## config.mk

```make
export PLATFORM = sky130hd
export DESIGN_NAME = alu_pipe
export DESIGN_NICKNAME = d
export VERILOG_FILES = /design/src/rtl/alu_pipe.sv
export SDC_FILE = /design/constraint.sdc
export NUM_CORES = 2
export LEC_CHECK = 0
export CAP_MARGIN = 5
export CELL_PAD_IN_SITES_DETAIL_PLACEMENT = 1
export CELL_PAD_IN_SITES_GLOBAL_PLACEMENT = 1
export CORE_MARGIN = 2
export CORE_UTILIZATION = 29
export CTS_BUF_LIST = sky130_fd_sc_hd__clkbuf_4 sky130_fd_sc_hd__clkbuf_8
export CTS_CLUSTER_DIAMETER = 60
export DETAILED_ROUTE_END_ITERATION = 8
export PLACE_DENSITY_LB_ADDON = 0.1
export SKIP_LAST_GASP = 1
export SLEW_MARGIN = 20
export SYNTH_ARGS = -nofsm -noshare
export SYNTH_HDL_FRONTEND = slang
export SYNTH_SLANG_ARGS = --single-unit
export TNS_END_PERCENT = 1
```

## constraint.sdc

```tcl
create_clock -name clock -period 10.3 [get_ports clock]
set_clock_uncertainty 0.15 [all_clocks]
set_input_delay 2.575 -clock clock [delete_from_list [all_inputs] [get_ports clock]]
set_output_delay 2.575 -clock clock [all_outputs]
set_load 0.01 [all_outputs]
```

## src/rtl/alu_pipe.sv

```systemverilog
// alu_pipe: fixed-latency integer ALU / multiplier with elastic stage registers.
// Plain ALU ops resolve in stage 0 and ride the pipe. Multiplies split the
// partial-product sum across the stages, C extended-opb bits per stage.
module alu_pipe #(
   parameter int XLEN   = 32,
   parameter int STAGES = 4,
   parameter int TAG_W  = 6
) (
   input  logic             clock,
   input  logic             reset,
   input  logic             squash,
   input  logic             in_valid,
   output logic             in_ready,
   input  logic [XLEN-1:0]  in_opa,
   input  logic [XLEN-1:0]  in_opb,
   input  logic [3:0]       in_func,
   input  logic             in_is_mul,
   input  logic [1:0]       in_mul_func,
   input  logic [TAG_W-1:0] in_tag,
   output logic             out_valid,
   input  logic             out_grant,
   output logic [XLEN-1:0]  out_result,
   output logic [TAG_W-1:0] out_tag
);
   localparam int W2 = 2 * XLEN;
   localparam int C  = W2 / STAGES;
   localparam int SH = $clog2(XLEN);
   // stages that carry multiply state forward (all but the last one)
   localparam int MN = (STAGES > 1) ? STAGES - 1 : 1;

   localparam logic [3:0] ALU_ADD  = 4'd0;
   localparam logic [3:0] ALU_SUB  = 4'd1;
   localparam logic [3:0] ALU_AND  = 4'd2;
   localparam logic [3:0] ALU_SLT  = 4'd3;
   localparam logic [3:0] ALU_SLTU = 4'd4;
   localparam logic [3:0] ALU_OR   = 4'd5;
   localparam logic [3:0] ALU_XOR  = 4'd6;
   localparam logic [3:0] ALU_SRL  = 4'd7;
   localparam logic [3:0] ALU_SLL  = 4'd8;
   localparam logic [3:0] ALU_SRA  = 4'd9;

   // sum of partial products of a with one C-bit slice of b, weighted by slice k
   function automatic logic [W2-1:0] pp(input logic [W2-1:0] a, input logic [C-1:0] b, input int k);
      logic [W2-1:0] bz;
      bz = W2'(b);
      return (a * bz) << (k * C);
   endfunction

   // MUL keeps the low half, every MULH flavour the high half
   function automatic logic [XLEN-1:0] pick(input logic [W2-1:0] acc, input logic is_mul, input logic [1:0] mf);
      return (is_mul && mf != 2'd0) ? acc[W2-1:XLEN] : acc[XLEN-1:0];
   endfunction

   logic [STAGES-1:0]             vld;
   logic [STAGES-1:0][TAG_W-1:0]  tag;
   logic [STAGES-1:0]             adv;
   logic [MN-1:0]                 m_mul;
   logic [MN-1:0][1:0]            m_mf;
   logic [MN-1:0][W2-1:0]         m_a, m_b, m_acc;
   logic [XLEN-1:0]               res_q;

   logic                          a_sx, b_sx;
   logic [W2-1:0]                 a_x, b_x;
   logic [SH-1:0]                 sh;
   logic [XLEN-1:0]               alu_r;
   logic [STAGES-1:0][W2-1:0]     acc_n;

   // index k of each chain is what stage k loads: index 0 is the input port
   logic [STAGES:0]               v_chain;
   logic [STAGES:0][TAG_W-1:0]    t_chain;
   logic [MN:0]                   mul_chain;
   logic [MN:0][1:0]              mf_chain;
   logic [MN:0][W2-1:0]           a_chain, b_chain;
   logic                          unused_ok;

   assign v_chain   = {vld, in_valid};
   assign t_chain   = {tag, in_tag};
   assign mul_chain = {m_mul, in_is_mul};
   assign mf_chain  = {m_mf, in_mul_func};
   assign a_chain   = {m_a, a_x};
   assign b_chain   = {m_b, b_x};
   assign unused_ok = ^{v_chain[STAGES], t_chain[STAGES], a_chain[MN], b_chain[MN], m_acc};

   // MULH sign-extends both, MULHSU only opa, MUL/MULHU neither
   assign a_sx = (in_mul_func == 2'd1) || (in_mul_func == 2'd2);
   assign b_sx = (in_mul_func == 2'd1);
   assign a_x  = {{XLEN{a_sx & in_opa[XLEN-1]}}, in_opa};
   assign b_x  = {{XLEN{b_sx & in_opb[XLEN-1]}}, in_opb};
   assign sh   = in_opb[SH-1:0];

   // single-cycle ALU for the non-multiply ops
   always_comb begin
      alu_r = '0;
      case (in_func)
         ALU_ADD:  alu_r = in_opa + in_opb;
         ALU_SUB:  alu_r = in_opa - in_opb;
         ALU_AND:  alu_r = in_opa & in_opb;
         ALU_SLT:  alu_r = {{(XLEN-1){1'b0}}, $signed(in_opa) < $signed(in_opb)};
         ALU_SLTU: alu_r = {{(XLEN-1){1'b0}}, in_opa < in_opb};
         ALU_OR:   alu_r = in_opa | in_opb;
         ALU_XOR:  alu_r = in_opa ^ in_opb;
         ALU_SRL:  alu_r = in_opa >> sh;
         ALU_SLL:  alu_r = in_opa << sh;
         ALU_SRA:  alu_r = $unsigned($signed(in_opa) >>> sh);
         default:  alu_r = '0;
      endcase
   end

   genvar k;
   generate
      for (k = 0; k < STAGES; k++) begin : g_st
         // a stage only stalls when it and every stage ahead are full and the CDB refuses
         assign adv[k] = ~((&vld[STAGES-1:k]) & ~out_grant);
         if (k == 0) begin : g_first
            assign acc_n[k] = mul_chain[0] ? pp(a_chain[0], b_chain[0][C-1:0], 0)
                                           : {{XLEN{1'b0}}, alu_r};
         end else begin : g_rest
            assign acc_n[k] = mul_chain[k] ? m_acc[k-1] + pp(a_chain[k], b_chain[k][k*C +: C], k)
                                           : m_acc[k-1];
         end
      end
   endgenerate

   assign in_ready   = ~reset & adv[0];
   assign out_valid  = vld[STAGES-1];
   assign out_tag    = tag[STAGES-1];
   assign out_result = res_q;

   // valid bits and tags move forward on advance; squash empties every stage
   always_ff @(posedge clock) begin
      if (reset) begin
         vld <= '0;
         tag <= '0;
      end else begin
         for (int i = 0; i < STAGES; i++) begin
            if (squash) begin
               vld[i] <= 1'b0;
            end else if (adv[i]) begin
               vld[i] <= v_chain[i];
               tag[i] <= t_chain[i];
            end
         end
      end
   end

   // multiply operands and running accumulator for every stage but the last
   always_ff @(posedge clock) begin
      if (reset) begin
         m_mul <= '0;
         m_mf  <= '0;
         m_a   <= '0;
         m_b   <= '0;
         m_acc <= '0;
      end else if (!squash) begin
         for (int i = 0; i < STAGES - 1; i++) begin
            if (adv[i]) begin
               m_mul[i] <= mul_chain[i];
               m_mf[i]  <= mf_chain[i];
               m_a[i]   <= a_chain[i];
               m_b[i]   <= b_chain[i];
               m_acc[i] <= acc_n[i];
            end
         end
      end
   end

   // last stage stores the already-selected result so the output is a plain register
   always_ff @(posedge clock) begin
      if (reset) begin
         res_q <= '0;
      end else if (!squash && adv[STAGES-1]) begin
         res_q <= pick(acc_n[STAGES-1], mul_chain[STAGES-1], mf_chain[STAGES-1]);
      end
   end
endmodule

```

# Yosys cells after proc, flatten, opt, wreduce, memory -nomap -nowiden

Cells that the tools add are included.

Register bits after elaboration: 459
Input port bits: 82
Word-level logic and storage cells: 86

Add/subtract/negate cells: 5
$mul: 4
Magnitude comparators: 2
Eq/ne operators: 11
Shifts and indexed selects: 3
Mux-type cells: 6
Bitwise gates (word level): 17
Reduce and logical (&&, ||, !) cells: 14

Operator list:

| operator                                                               | count |
|---|---|
| 32-bit case mux with 10 select lines                                   | 1 |
| 64-bit two-way mux                                                     | 4 |
| 64-bit adder                                                           | 3 |
| 32-bit < comparator                                                    | 2 |
| 64-bit by 16-bit multiplier with 16-bit output                         | 1 |
| 64-bit by 16-bit multiplier with 32-bit output                         | 1 |
| 33-bit by 17-bit multiplier with 50-bit output                         | 1 |
| 33-bit by 17-bit multiplier with 48-bit output                         | 1 |
| 32-bit adder                                                           | 1 |
| 32-bit AND                                                             | 1 |
| 32-bit two-way mux                                                     | 1 |
| 32-bit bitwise OR                                                      | 1 |
| 32-bit by 5-bit << shifter with 32-bit output                          | 1 |
| 32-bit by 5-bit >> shifter with 32-bit output                          | 1 |
| 32-bit by 5-bit >>> shifter with 32-bit output                         | 1 |
| 32-bit subtractor                                                      | 1 |
| 32-bit XOR                                                             | 1 |
| 4-bit by 3-bit equality test with 1-bit output (second input constant) | 4 |
| 2-bit AND reduction                                                    | 5 |
| 4-bit by 2-bit equality test with 1-bit output (second input constant) | 2 |
| 4-bit equality test (second input constant)                            | 2 |
| 1-bit AND                                                              | 7 |
| 1-bit NOT                                                              | 7 |
| 4-bit by 1-bit equality test with 1-bit output (second input constant) | 1 |
| 10 further kinds                                                       | 11 |

# Longest topological paths before layout

Depth in word-level cells: 5
Gate-level depth with buffers: 36

# Least setup slack after synthesis

No wires, ideal clock.

Kind: input to register
Start: input port in_opb[3]
End: register m_acc[30] (netlist name)
Arrival time: 9.510 ns
Data required time: 10.010 ns
Path slack: 0.499 ns
Stages: 27
Cells stage by stage: clkbuf_1 > buf_1 > clkbuf_1 > clkbuf_1 > buf_1 > nand2_1 > fa_1 > inv_1 > fa_1 > inv_1 > fa_1 > inv_1 > fa_1 > inv_1 > fa_1 > inv_1 > fa_1 > ha_1 > and2_1 > a211oi_1 > o31a_1 > or4_1 > o21a_1 > o21ai_0 > xnor2_1 > a2111oi_0 > a311oi_1

Word-level cells in the longest chain between the ends: 3

Ends and longest elaborated chain:

| what                                                                                                   | RTL line | text |
|---|---|---|
| start, declared                                                                                        | 15       | `input logic [XLEN-1:0] in_opb,` |
| parallel branches: the longest is 2 deep, another holds 33-bit by 17-bit multiplier with 50-bit output | --       |  |
| 64-bit two-way mux *                                                                                   | 115      | `assign acc_n[k] = mul_chain[0] ? pp(a_chain[0], b_chain[0][C-1:0], 0)` |
| end signal, assigned by index                                                                          | 161      | `m_acc[i] <= acc_n[i];` |
| end, declared                                                                                          | 59       | `logic [MN-1:0][W2-1:0] m_a, m_b, m_acc;` |

Every way passes the cells marked *.
A chain may end at the register's enable or synchronous reset.

# Worst setup path after layout

Start: register m_a (netlist bit a_chain[71])
End: register m_acc[127] (netlist name)

Word-level cells in the longest chain between the ends: 3

Ends and longest elaborated chain:

| what                                           | RTL line | text |
|---|---|---|
| start, declared                                | 59       |  |
| start signal, assigned by index                | 159      | `m_a[i] <= a_chain[i];` |
| 33-bit by 17-bit multiplier with 48-bit output | 46       | `return (a * bz) << (k * C);` |
| 64-bit adder                                   | 118      | `assign acc_n[k] = mul_chain[k] ? m_acc[k-1] + pp(a_chain[k], b_chain[k][k*C +: C], k)` |
| 64-bit two-way mux                             | 118      |  |

No other way between the ends.

==> flow_metrics.tcl <==
set metrics [dict create \
    synth_seq_cells 347 \
    clockRootBuffer "clkbuf_8" \
    clk_pin_slew_ns 0.06 \
    core_area_mm2 0.246 \
    internal_power_uw 8400 \
    worstSetupStartpointType "flip-flop" \
    synth_area_mm2 0.0717 \
    crit_path_top_delay_cell "dfxtp_1" \
    p_sw_share_pct 55.5 \
    syn_area_per_cell_um2 8.29 \
    place.gp.congestion 0.909 \
    clkSinkCount 347 \
    cpPeakStageDelay_ns 0.65 \
    die_h_um 501 \
    fin_nets 10600 \
    cp_common_cell "fa_1" \
    seq_power_share_pct 8.6 \
    p_per_area_mw_per_mm2 238 \
    start_util_pct 29.2 \
    timing.final.hold_violations 0 \
    yosysSeqAreaShare_pct 9.69 \
    rsz0062_at_grt "yes" \
    wl_per_cell_um 24.8 \
    cts_tree "done" \
    viasPerCell 5.04 \
    crit_path_end_kind "flip-flop" \
    area_growth_pct 10.6 \
    dr.pass1.iters 5 \
    synth_top_area_share_pct 35.4 \
    max_freq_mhz 102 \
    num_rows 182 \
    crit_fanout 9 \
    die_x_um 501 \
    synthTopCellsByCount "inv_1, fa_1, nand2_1" \
    route.antenna.remaining_nets 0 \
    clk_latency_ns 0.77 \
    hp-class "flip-flop to flip-flop" \
    dp_hpwl_um 251000 \
    grt_pass1_vias 66600 \
    synth_flop_cell "dfxtp_1" \
    io_buffers 121 \
    drive_above_1_share_pct 6.42 \
    grt_max_degree 121 \
    p_sw_uw 10500 \
    regArea_mm2 0.00695 \
    ios 122 \
    htree_levels 3 \
    fill_cells 29100 \
    synthesis.nets 10500 \
    fin_crit_ns 9.82 \
    drcViolationCount 0 \
    timing.max_cap.violations 0 \
    status "finished clean" \
    grt_first_pass_wirelength_um 447000 \
    tns_ns 0 \
    setup_violations 0 \
    ir_worst_vdd_v 0.000360 \
    vias 60200 \
    clk_path_buf_depth 3 \
    synthTopCellsByArea "fa_1, dfxtp_1, ha_1" \
    maxSlewViolCount 0 \
    pwr-share-clk_pct 9.6 \
    async_flop_share_pct 0 \
    multi_input_area_mm2 0.0568 \
    yosysMostFrequentCell "inv_1" \
    synth.largest_area_cell "fa_1" \
    synthCells 8648 \
    antenna_found_initial 12 \
    crit_type "flip-flop to flip-flop" \
    p_leak_uw 0.0374 \
    synth_cell_types 88 \
    yosys_warnings 0 \
    combPwrFrac_pct 81.8 \
    layout_worst_path_cycle_share_pct 95.3 \
    worstPathRequired_ns 10.82 \
    final_util_pct 32.2 \
    grt_usage_pct 23.7 \
    cp.arrival_ns 10.33 \
    relSlewSlack_pct 15.2 \
    drt_iter0_drc 3607 \
    overflow 0 \
    wl_um 297000 \
    cts_made_buffers 80 \
    dieArea_mm2 0.251 \
    synth_edf_count 0 \
    worst_pin_slew_ns 1.26 \
]
-- area by class of cell --
type                    count  area share (%)
inverters                1661            7.86
multi-input cells        6171            71.6
diodes                      6          0.0189
clock buffers             116            1.87
repair buffers            417            4.41
flip-flops and latches    347            8.77
clock inverters            23           0.391
well taps                3220            5.08
-- routing by layer --
metal  vias up  global-route usage [%]  wire [µm]
li1      27300                       -          -
met1     31500                    33.4     141000
met2      1127                    39.7     140000
met3       242                    1.78       9490
met4         0                    5.02       6450
met5         -                       0          0
-- sequential cells by signal, indices dropped and copies added (netlist names) --
register    cells
m_acc         178
a_chain        81
out_result     32
b_chain        19
t_chain        18
m_mf            6
out_tag         6
vld             4
m_mul           3
-- path summary, 6_finish.rpt --
check,to,from,slack [ns],cells past startpoint
hold / removal,t_chain[19]$_SDFFE_PP0P_,t_chain[13]$_SDFFE_PP0P_,0.30,2
setup / recovery,m_acc[127]$_SDFFE_PP0P_,a_chain[71]$_SDFFE_PP0P_,0.48,33
setup reg to reg,m_acc[127]$_SDFFE_PP0P_,a_chain[71]$_SDFFE_PP0P_,0.48,33
hold reg to reg,t_chain[19]$_SDFFE_PP0P_,t_chain[13]$_SDFFE_PP0P_,0.30,2
-- cell usage in the layout (no fill, tap or decap), types with 16 or more instances in the layout --
cell and count:
inv_1 1652, nand2_1 1267, fa_1 1267, nor2_1 552
a21oi_1 549, ha_1 526, dfxtp_1 343, buf_4 293
o21ai_0 274, and2_1 244, xnor2_1 188, a211oi_1 116
clkdlybuf4s50_1 115, a21o_1 108, nor3_1 98, clkbuf_8 98
mux2i_1 92, nand3_1 71, xor2_1 69, mux4_2 61
o21a_1 53, o21bai_1 46, nand2b_1 39, a221oi_1 35
o211ai_1 34, a31oi_1 34, or3_1 32, nor2b_1 30
and3_1 29, o31ai_1 29, o22ai_1 25, a22oi_1 21
clkbuf_4 18, o2111ai_1 17, o221ai_1 17, or2_2 16
-- power groups by stage --
stage	combinational, µW	clock, µW	sequential, µW
5_1_grt	16900	1940	1640
4_1_cts	15300	1880	1630
6_report	15400	1810	1630
3_5_place_dp	15200	0	1660
3_3_place_gp	15100	0	1660
2_1_floorplan	9420	0	1550
-- repair_timing --
action,CTS,global route
hold buffers,0,0
setup endpoints to repair,0,2
hold endpoints to repair,0,0
buffers inserted,0,1
gates resized for setup,0,2
-- logic make-up (layout without fill, tap and decap cells) --
kind of cell	Yosys count	in the layout	share of synthesized area [%]
simple gates	2454	2454	14.9
buf+inv	2130	2217	11.2
fa+ha+maj	1793	1793	44.5
compound gates	1508	1508	13.3
flops	347	347	9.69
xor+xnor	257	257	3.14
mux	159	159	3.29
other cells	0	6	0
-- per-stage QoR --
stage	hold WS, ns	setup slack, ns	instances	total power, µW	instance area [µm²]
CTS	0.296	0.436	12000	18800	79300
global placement	0.291	0.331	11800	16800	77500
finish	0.302	0.484	12000	18900	79300
detailed placement	0.293	0.208	11800	16900	77500
floorplan	0.279	0.499	8648	11000	71700
global route	0.314	-0.0178	12000	20500	79300
-- critical path: cells and delay by family (launching register included) --
family	cells	cell delay (ns)
adders and majority gates	8	3.82
DFF	1	0.65
xor gates and xnor gates	1	0.36
and+or+nand+nor	6	1.41
AOI/OAI and AO/OA	12	2.87
buffers and inverters	6	0.44
Note: power is estimated with default switching activity, not from simulation.
